## src/rtl/hbs_grant_scheduler.sv

```systemverilog
// Fixed-priority grant scheduler: latches request pulses into a pending mask, snapshots it,
// waits out the search pipeline latency and offers the highest-index requester on a grant port.
module hbs_grant_scheduler #(
  parameter int N_REQ      = 16,
  parameter int IDX_W      = $clog2(N_REQ),
  parameter int SEARCH_LAT = $clog2(N_REQ)
) (
  input  logic             clk,
  input  logic             rst_n,
  input  logic [N_REQ-1:0] req_in,
  input  logic             enable,
  input  logic             grant_ready,
  output logic             grant_valid,
  output logic [IDX_W-1:0] grant_idx,
  output logic [N_REQ-1:0] pending,
  output logic             busy,
  output logic [1:0]       fsm_state
);

  localparam int PAD_W = 1 << IDX_W;
  localparam int CNT_W = (SEARCH_LAT > 1) ? $clog2(SEARCH_LAT) : 1;

  typedef enum logic [1:0] {
    IDLE   = 2'd0,
    SEARCH = 2'd1,
    OFFER  = 2'd2
  } state_t;

  state_t             state;
  logic [N_REQ-1:0]   snapshot;
  logic [CNT_W-1:0]   cnt;
  logic [N_REQ-1:0]   clr;
  logic [PAD_W-1:0]   snap_pad;

  // Highest set bit of the zero-padded mask; later (higher) hits overwrite earlier ones.
  function automatic logic [IDX_W-1:0] high_bit(input logic [PAD_W-1:0] m);
    high_bit = '0;
    for (int i = 0; i < PAD_W; i++) begin
      if (m[i]) high_bit = IDX_W'(i);
    end
  endfunction

  assign snap_pad  = PAD_W'(snapshot);
  assign fsm_state = state;

  // Grant handshake: a transfer happens on a rising edge where grant_valid && grant_ready.
  // Once grant_valid rises, grant_valid and grant_idx stay fixed until that transfer.
  always_comb begin
    clr = '0;
    if (grant_valid && grant_ready) clr = N_REQ'(1) << grant_idx;
  end

  always_ff @(posedge clk or negedge rst_n) begin
    if (!rst_n) begin
      state       <= IDLE;
      pending     <= '0;
      snapshot    <= '0;
      cnt         <= '0;
      grant_valid <= 1'b0;
      grant_idx   <= '0;
      busy        <= 1'b0;
    end else begin
      // A re-request on the handshake edge wins over the clear.
      pending <= (pending & ~clr) | req_in;
      case (state)
        IDLE: begin
          if (enable && (pending != '0)) begin
            state    <= SEARCH;
            snapshot <= pending;
            cnt      <= '0;
            busy     <= 1'b1;
          end
        end
        SEARCH: begin
          cnt <= cnt + CNT_W'(1);
          if (cnt == CNT_W'(SEARCH_LAT - 1)) begin
            state       <= OFFER;
            grant_valid <= 1'b1;
            grant_idx   <= high_bit(snap_pad);
          end
        end
        OFFER: begin
          if (grant_ready) begin
            state       <= IDLE;
            grant_valid <= 1'b0;
            busy        <= 1'b0;
          end
        end
        default: begin
          state       <= IDLE;
          grant_valid <= 1'b0;
          busy        <= 1'b0;
        end
      endcase
    end
  end

endmodule
```

## config.mk

```make
export PLATFORM = sky130hd
export DESIGN_NAME = hbs_grant_scheduler
export DESIGN_NICKNAME = d
export VERILOG_FILES = /design/src/rtl/hbs_grant_scheduler.sv
export SDC_FILE = /design/constraint.sdc
export NUM_CORES = 1
export LEC_CHECK = 0
export ABC_CLOCK_PERIOD_IN_PS = 2050
export BUFFER_PORTS_ARGS = -buffer_cell sky130_fd_sc_hd__buf_2
export CAP_MARGIN = 30
export CORE_ASPECT_RATIO = 1.75
export CORE_MARGIN = 2
export CORE_UTILIZATION = 32
export DETAILED_ROUTE_END_ITERATION = 8
export PLACE_DENSITY = 0.58
export SLEW_MARGIN = 20
export SYNTH_ARGS = -nofsm -noshare
export SYNTH_HDL_FRONTEND = slang
export SYNTH_SLANG_ARGS = --single-unit
export TNS_END_PERCENT = 50
```

## constraint.sdc

```tcl
create_clock -name clk -period 2.05 [get_ports clk]
set_input_delay 0.205 -clock clk [delete_from_list [all_inputs] [get_ports clk]]
set_output_delay 0.205 -clock clk [all_outputs]
set_load 0.01 [all_outputs]
```

== Word level (Yosys, flattened, before mapping) ==
Index checks and enable logic that the tools add are counted.
Word-level totals
  word-level logic and storage cells: 58
  output and inout port bits: 24
  input port bits: 20
  register bits: 42
Cells by class
  $add $sub $neg: 1
  bitwise gates (word level): 5
  reduce and logical (&&, ||, !) cells: 11
  eq/ne operators: 6
  shift-type cells: 1
  mux-type cells: 27
Operator list (count)
  two-way mux 4 bit: 14
  bitwise AND 16 bit: 1
  two-way mux 16 bit: 1
  NOT 16 bit: 1
  OR 16 bit: 1
  nonzero test 16 bit: 1
  left shift 1 x 4 -> 16 bit, first input constant: 1
  AND reduction 3 bit: 3
  two-way mux 2 bit: 4
  inequality test 2 bit, second input constant: 3
  case mux 1 bit (3 select lines): 2
  case mux 2 bit (3 select lines): 1
  AND reduction 2 bit: 3
  equality test 2 bit, second input constant: 2
  two-way mux 1 bit: 4
  case mux 2 bit (2 select lines): 1
  adder 2 x 1 -> 2 bit, second input constant: 1
  equality test 2 x 1 -> 1 bit, second input constant: 1
  logical AND 1 bit: 2
  logical NOT 2 bit: 1
  NOT 1 bit: 2
  nonzero test 2 bit: 1

== Logic depth before layout (Yosys ltp) ==
Gate-level depths: netlist of the first run.
  word-level depth: 15
  mapped depth: 6
  gate-level depth less buffers: 5

== Worst setup path after synthesis of the first run ==
OpenSTA, ideal clock, no wires.
  kind: register to register
  from: register pending[14]
  to: register snapshot[10], in the netlist snap_pad[10]
  period minus slack after synthesis: 1579 ps
  library setup time: 125 ps
  cell stages (with the launch flop): 6
  required time: 1925 ps
  slack: 471 ps
  path buffers: 1
  arrival: 1454 ps
  cells stage by stage: dfrtp_1 nor4_1 nand4_1 nand3_4 buf_12 mux2_4
Between the ends
  longest elaborated chain between the ends: 3
Ends and longest elaborated chain
  start: declaration: RTL line 15  | output logic [N_REQ-1:0] pending,
  start signal: assignment: RTL line 64  | pending <= (pending & ~clr) | req_in;
  nonzero test 16 bit: RTL line 67  | if (enable && (pending != '0)) begin
  logical AND 1 bit: RTL line 67
  AND reduction 2 bit (no line)
  end signal: assignment: RTL line 69  | snapshot <= pending;
  end: declaration: RTL line 30  | logic [N_REQ-1:0] snapshot;
Every way passes these cells.
A chain may end at the register's enable or synchronous reset.

== Worst setup path in the final report of the first run ==
  from: register pending[3]
  to: register snapshot[2], in the netlist snap_pad[2]
The elaborated chain is that of the path after synthesis.

==> results of run 1 <==
through the flow:
step | total power (µW) | hold slack [ns] | instances | util (%)
global route | 2470 | 0.0837 | 290 | 40.3
detailed placement | 1820 | 0.263 | 281 | 38.6
CTS | 2330 | 0.0821 | 290 | 40.3
floorplan | 1560 | -0.0906 | 160 | -
finish | 2300 | 0.0864 | 290 | 40.3
global placement | 1800 | 0.255 | 281 | 38.6
worst max-delay path by stage:
stage | from | endpoint | depth (start not counted)
floorplan | pending[14] | snap_pad[10] | 5
global placement | pending[3] | snap_pad[8] | 4
detailed placement | pending[3] | snap_pad[6] | 4
CTS | pending[3] | snap_pad[2] | 4
global route | pending[3] | snap_pad[2] | 4
finish | pending[3] | snap_pad[2] | 4
flip-flops by register name (all words and copies together) (netlist names):
| register | flops |
|---|---|
| cnt | 2 |
| snap_pad | 15 |
| pending | 16 |
| fsm_state | 2 |
| grant_idx | 4 |
| grant_valid | 1 |
| busy | 1 |
power groups by stage:
stage / Sequential, µW / Combinational (µW) / Clock [µW]
after floorplan: 1140 / 421 / 0
after global routing: 1200 / 713 / 552
after CTS: 1170 / 641 / 517
after global placement: 1180 / 622 / 0
after detailed placement: 1180 / 638 / 0
final: 1170 / 630 / 504
cell families (layout without fill, tap and decap cells):
| logic type | after synthesis | in the layout | synth area share, % |
|---|---|---|---|
| AO/OA/AOI/OAI | 34 | 34 | 11.3 |
| adder cells (fa/ha/maj) | 1 | 1 | 0.694 |
| buffers and inverters | 7 | 61 | 2.36 |
| flip-flops | 41 | 41 | 56.9 |
| multiplexers | 15 | 15 | 10.6 |
| AND/OR/NAND/NOR | 62 | 62 | 18.1 |
worst register-to-register path: cells and delay by family (launching register included):
kind	cells	cell delay, ns
multiplexers	1	0.39
flip-flops	1	0.41
AND/OR/NAND/NOR	3	0.95
final cells by class:
cell class                 instances  area (µm²)  share of cell area [%]
sequential                        41        1030                    46.3
clock buffer                       6        72.6                    3.28
inverter                           4        15.0                   0.678
multi-input combinational        112         733                    33.1
clock inverter                     2        10.0                   0.452
timing repair buffer              49         263                    11.9
tap                               76        95.1                    4.29
layout by cell type, fill, tap and decap left out, types with 2 or more instances in the layout:
| cell | n |
|---|---|
| nor2_1 | 13 |
| o21ai_0 | 16 |
| buf_4 | 5 |
| o31ai_1 | 5 |
| mux2_2 | 9 |
| nand4_1 | 2 |
| mux2_4 | 6 |
| nor3_1 | 2 |
| a21oi_1 | 5 |
| nand3_1 | 3 |
| inv_1 | 4 |
| nand2b_1 | 17 |
| clkbuf_8 | 5 |
| buf_2 | 43 |
| nor2b_1 | 2 |
| nand2_1 | 17 |
| clkinv_2 | 2 |
| dfrtp_1 | 41 |
| a21o_1 | 4 |
| nor4_1 | 3 |
per-layer routing:
layer	GRT usage [%]	vias to the layer above	share of wire [%]
met5	0	-	0
met4	6.35	0	3.0
met3	2.74	8	3.1
met2	24.9	31	54
met1	19.5	677	40
li1	-	671	-
==> results.json, run 1 <==
{
  "netlist_instances": 160,
  "synth_flop_cell": "dfrtp_1",
  "place_area_um2": 2120,
  "synth_largest_area_cell": "dfrtp_1",
  "swShare_pct": 36.1,
  "tightestPinTransition_ns": 0.626,
  "wl_per_cell_um": 14.8,
  "hold_class": "in -> reg",
  "h-tree-depth": 2,
  "dpl.hpwl_um": 3300,
  "cp_cell_sequence": "nor4_1 > nand4_1 > nand3_4 > mux2_2",
  "syn-cell-area_um2": 1800,
  "synth_commonest_cells": "41 x dfrtp_1, 17 x nand2_1, 17 x nand2b_1, 16 x o21ai_0, 13 x nor2_1",
  "synth_most_common_cell": "dfrtp_1",
  "grt_pass1_wl_um": 6940,
  "seq_power_share_pct": 50.8,
  "cts.clk_slew.worst_paths_ns": 0.08,
  "worstHoldPathCells": 2,
  "vdd_drop_max_uv": 399,
  "drv_slew": 0,
  "drive_above_1_share_pct": 33.6,
  "pwr_density_cell_nw_per_um2": 1040,
  "critical_path_required_ns": 2.23,
  "grt.total_usage_pct": 15.2,
  "die_x_um": 60.7,
  "comb_power_share_pct": 27.4,
  "hold_buffers": 1,
  "crit_buf_inv": 0,
  "root_buffer": "clkbuf_8",
  "worst_path_largest_cell_delay_ns": 0.42,
  "placementRows": 36,
  "fill_cells": 593,
  "internal_power_uw": 1470,
  "num_vias": 1387,
  "cts_setup_buffers": 0,
  "finClkSkew_ns": 0.00616,
  "synth-seq-cells": 41,
  "ys_types": 26,
  "synth_top_area_share_pct": 56.9,
  "io_buffers": 43,
  "tns_ns": 0,
  "synth_edf_count": 0,
  "maxCapViolations": 0,
  "cp_max_fo": 19,
  "yosysWarnings": 0,
  "yosys-top-cells-area": "dfrtp_1 57%, nand2b_1 5.9%, mux2_2 5.6%",
  "die-area_um2": 6270,
  "critical_path_class": "reg -> reg",
  "start_kind": "register",
  "relSlewSlack_pct": 58.3,
  "ios": 44,
  "ys_seq_area_share_pct": 56.9,
  "dieHeight_um": 103,
  "synthToLayoutAreaGrowth_pct": 22.9,
  "p_sw_uw": 833,
  "cp_top_family": "simple AND/OR/NAND/NOR gates",
  "synth_area_per_cell_um2": 11.3,
  "postRouteAntennaNets": 0,
  "grt_max_degree": 28,
  "cp_slowest_cell": "nor4_1",
  "crit_arrival_ns": 2.04,
  "setup_viol": 0,
  "whs_endpoint": "pending[5]",
  "nNetsFinal": 234,
  "crit_path_end_kind": "register",
  "status": "finished clean",
  "grt_pass1_vias": 1312,
  "leakage_uw": 0.000871,
  "min_period_ns": 1.86,
  "start_util_pct": 32.8,
  "grt_setup_unrepaired": "no",
  "pre_cts_ws_ns": 0.165,
  "clk_path_buf_depth": 2,
  "antenna_found_initial": 0,
  "routed_via_density": 4.78,
  "core_area_um2": 5500,
  "timing.rr.start": "pending[3]",
  "hold_start": "req_in[5]",
  "cts_buffers": 5,
  "hold_viol": 0,
  "r2r_setup_slack_ns": 0.19,
  "fmax_mhz": 537,
  "diodes": 0,
  "cts.sinks": 41,
  "ctsResizeCount": 0,
  "period_share_pct": 90.9,
  "gr-total-overflow": 0,
  "wirelength_um": 4290,
  "stdcell_area_um2": 2210,
  "cts_tree": "yes",
  "synthArstFlopShare_pct": 100,
  "drt-initial-drc-count": 25,
  "p_clk_share_pct": 21.9,
  "gp_congestion": 0.777,
  "synthesis.nets": 181,
  "drc": 0,
  "r2r-end": "snap_pad[2]",
  "insertion_delay_ns": 0.29,
  "worst_slack_ns": 0.187,
  "firstDrtPassIters": 4,
  "ff2ff_path_depth": 4
}
Power figures use the tool's default switching activity.
==> run 2, diff against run 1 <==
--- a/config.mk
+++ b/config.mk
@@ -8,10 +8,10 @@
 export ABC_CLOCK_PERIOD_IN_PS = 2050
 export BUFFER_PORTS_ARGS = -buffer_cell sky130_fd_sc_hd__buf_2
 export CAP_MARGIN = 30
-export CORE_ASPECT_RATIO = 1.75
 export CORE_MARGIN = 2
 export CORE_UTILIZATION = 32
 export DETAILED_ROUTE_END_ITERATION = 8
+export GPL_ROUTABILITY_DRIVEN = 0
 export PLACE_DENSITY = 0.58
 export SLEW_MARGIN = 20
 export SYNTH_ARGS = -nofsm -noshare
==> run 2 against run 1 <==
Utilization fell by 0.52 points. Maximum frequency increased by 7.3%. Sequential power hardly changed. Worst hold slack got worse by 0.0071 ns. Clock power grew 3%. Critical path depth unchanged.
==> results.json, run 2 (same netlist as run 1, synthesis figures left out) <==
{
  "startpoint": "pending[14]",
  "core_area_um2": 5470,
  "start_kind": "register",
  "setup_viol": 0,
  "hold_viol": 0,
  "critical_path_required_ns": 2.24,
  "dp_cells": 273,
  "nNetsFinal": 230,
  "synthToLayoutAreaGrowth_pct": 20.8,
  "cts_buffers": 5,
  "io_buffers": 43,
  "postRouteAntennaNets": 0,
  "largest_register_ffs": 16,
  "tightestPinTransition_ns": 0.544,
  "cp_top_family": "simple AND/OR/NAND/NOR gates",
  "ctsResizeCount": 0,
  "finalPower_uw": 2300,
  "pwr_density_cell_nw_per_um2": 1060,
  "leakage_uw": 0.000847,
  "crit_buf_inv": 0,
  "cts_tree": "yes",
  "grt_pass1_wl_um": 6860,
  "drc": 0,
  "gr-total-overflow": 0,
  "clk_path_buf_depth": 2,
  "worst_slack_ns": 0.313,
  "cp_cell_sequence": "nor4_1 > nand4_1 > nand3_4 > mux2_2",
  "relSlewSlack_pct": 63.4,
  "cp_max_fo": 19,
  "cts.sinks": 41,
  "cts.clk_slew.worst_paths_ns": 0.07,
  "ios": 44,
  "start_util_pct": 32.9,
  "root_buffer": "clkbuf_8",
  "die-area_um2": 6250,
  "layout_commonest_cell": "buf_2",
  "pre_cts_ws_ns": 0.271,
  "timing.rr.start": "pending[14]",
  "maxCapViolations": 0,
  "dieHeight_um": 79.0,
  "crit_path_end_kind": "register",
  "fmax_mhz": 576,
  "die_x_um": 79.0,
  "drive_above_1_share_pct": 31.4,
  "wirelength_um": 4260,
  "grt_setup_unrepaired": "no",
  "period_share_pct": 84.7,
  "crit_arrival_ns": 1.92,
  "ff2ff_path_depth": 4,
  "firstDrtPassIters": 4,
  "diodes": 0,
  "placementRows": 27,
  "grt_pass1_vias": 1314,
  "routed_via_density": 4.75,
  "critical_path_class": "reg -> reg",
  "worst_path_largest_cell_delay_ns": 0.41,
  "utilization_pct": 39.8,
  "drv_slew": 0,
  "finClkSkew_ns": 0.00256,
  "grt.total_usage_pct": 14.7,
  "insertion_delay_ns": 0.30,
  "mostFrequentLayoutCells": "43 x buf_2, 41 x dfrtp_1, 17 x nand2b_1, 17 x nand2_1, 16 x o21ai_0",
  "crit_cells": 4,
  "dpl.hpwl_um": 3210,
  "tns_ns": 0,
  "wl_per_cell_um": 15.1,
  "num_vias": 1339,
  "hold_start": "req_in[1]",
  "drt-initial-drc-count": 56,
  "final-instance-count-excl-fill": 282,
  "hold_class": "in -> reg",
  "min_period_ns": 1.74,
  "cp_slowest_cell": "dfrtp_1",
  "antenna_found_initial": 0,
  "vdd_drop_max_uv": 378,
  "grt_max_degree": 28,
  "worstHoldPathCells": 2,
  "largest-register": "pending",
  "h-tree-depth": 2,
  "status": "finished clean"
}
==> run 2: cell types whose count changed in the layout (fill, tap and decap cells not counted) <==
cell,change
buf_4,-4
clkbuf_1,+2
clkinv_2,-2
==> run 2: metrics by stage <==
| stage | hold WS (ns) | cell area (µm²) |
|---|---|---|
| after global placement | 0.120 | 2090 |
| after global routing | 0.0715 | 2180 |
| after floorplan | -0.0906 | 1800 |
| after CTS | 0.0744 | 2180 |
| final | 0.0793 | 2180 |
| after detailed placement | 0.121 | 2090 |
==> run 2: per-layer routing <==
layer / routed length [µm] / global-route usage (%) / vias up
li1: - / - / 658
met1: 2020 / 20.4 / 643
met2: 1960 / 21.4 / 31
met3: 176 / 2.39 / 7
met4: 108 / 8.79 / 0
met5: 0 / 0 / -
==> run 2: report_power, final <==
group | total, µW | leakage [µW] | internal, µW | switching, µW
combinational | 610 | 0.000418 | 267 | 343
clock | 519 | 0.0000395 | 242 | 277
sequential | 1170 | 0.000390 | 959 | 209
total | 2300 | 0.000847 | 1470 | 830
==> run 2: layout make-up <==
type	instances	area [µm²]
multi-input combinational	112	733
sequential	41	1030
timing repair buffer	45	233
fill	583	3300
clock buffer	8	80.1
inverter	4	15.0
tap	72	90.1
==> run 2: path summary, 6_finish.rpt <==
check / to / slack, ns
max: snap_pad[5] / 0.31
min: pending[1] / 0.08
max reg2reg: snap_pad[5] / 0.31
min reg2reg: cnt[0] / 0.51
max in group asynchronous: snap_pad[8] / 1.05
min in group asynchronous: pending[14] / 0.34
==> run 2: timing repair <==
item                      CTS  global route
hold endpoints to repair   14             0
setup buffers               0             0
hold buffers                1             0
==> run 2: worst register-to-register path, cell delays in order (launching register included) <==
cell and delay, ns:
dfrtp_1 0.41, nor4_1 0.35, nand4_1 0.19, nand3_4 0.29
mux2_2 0.38
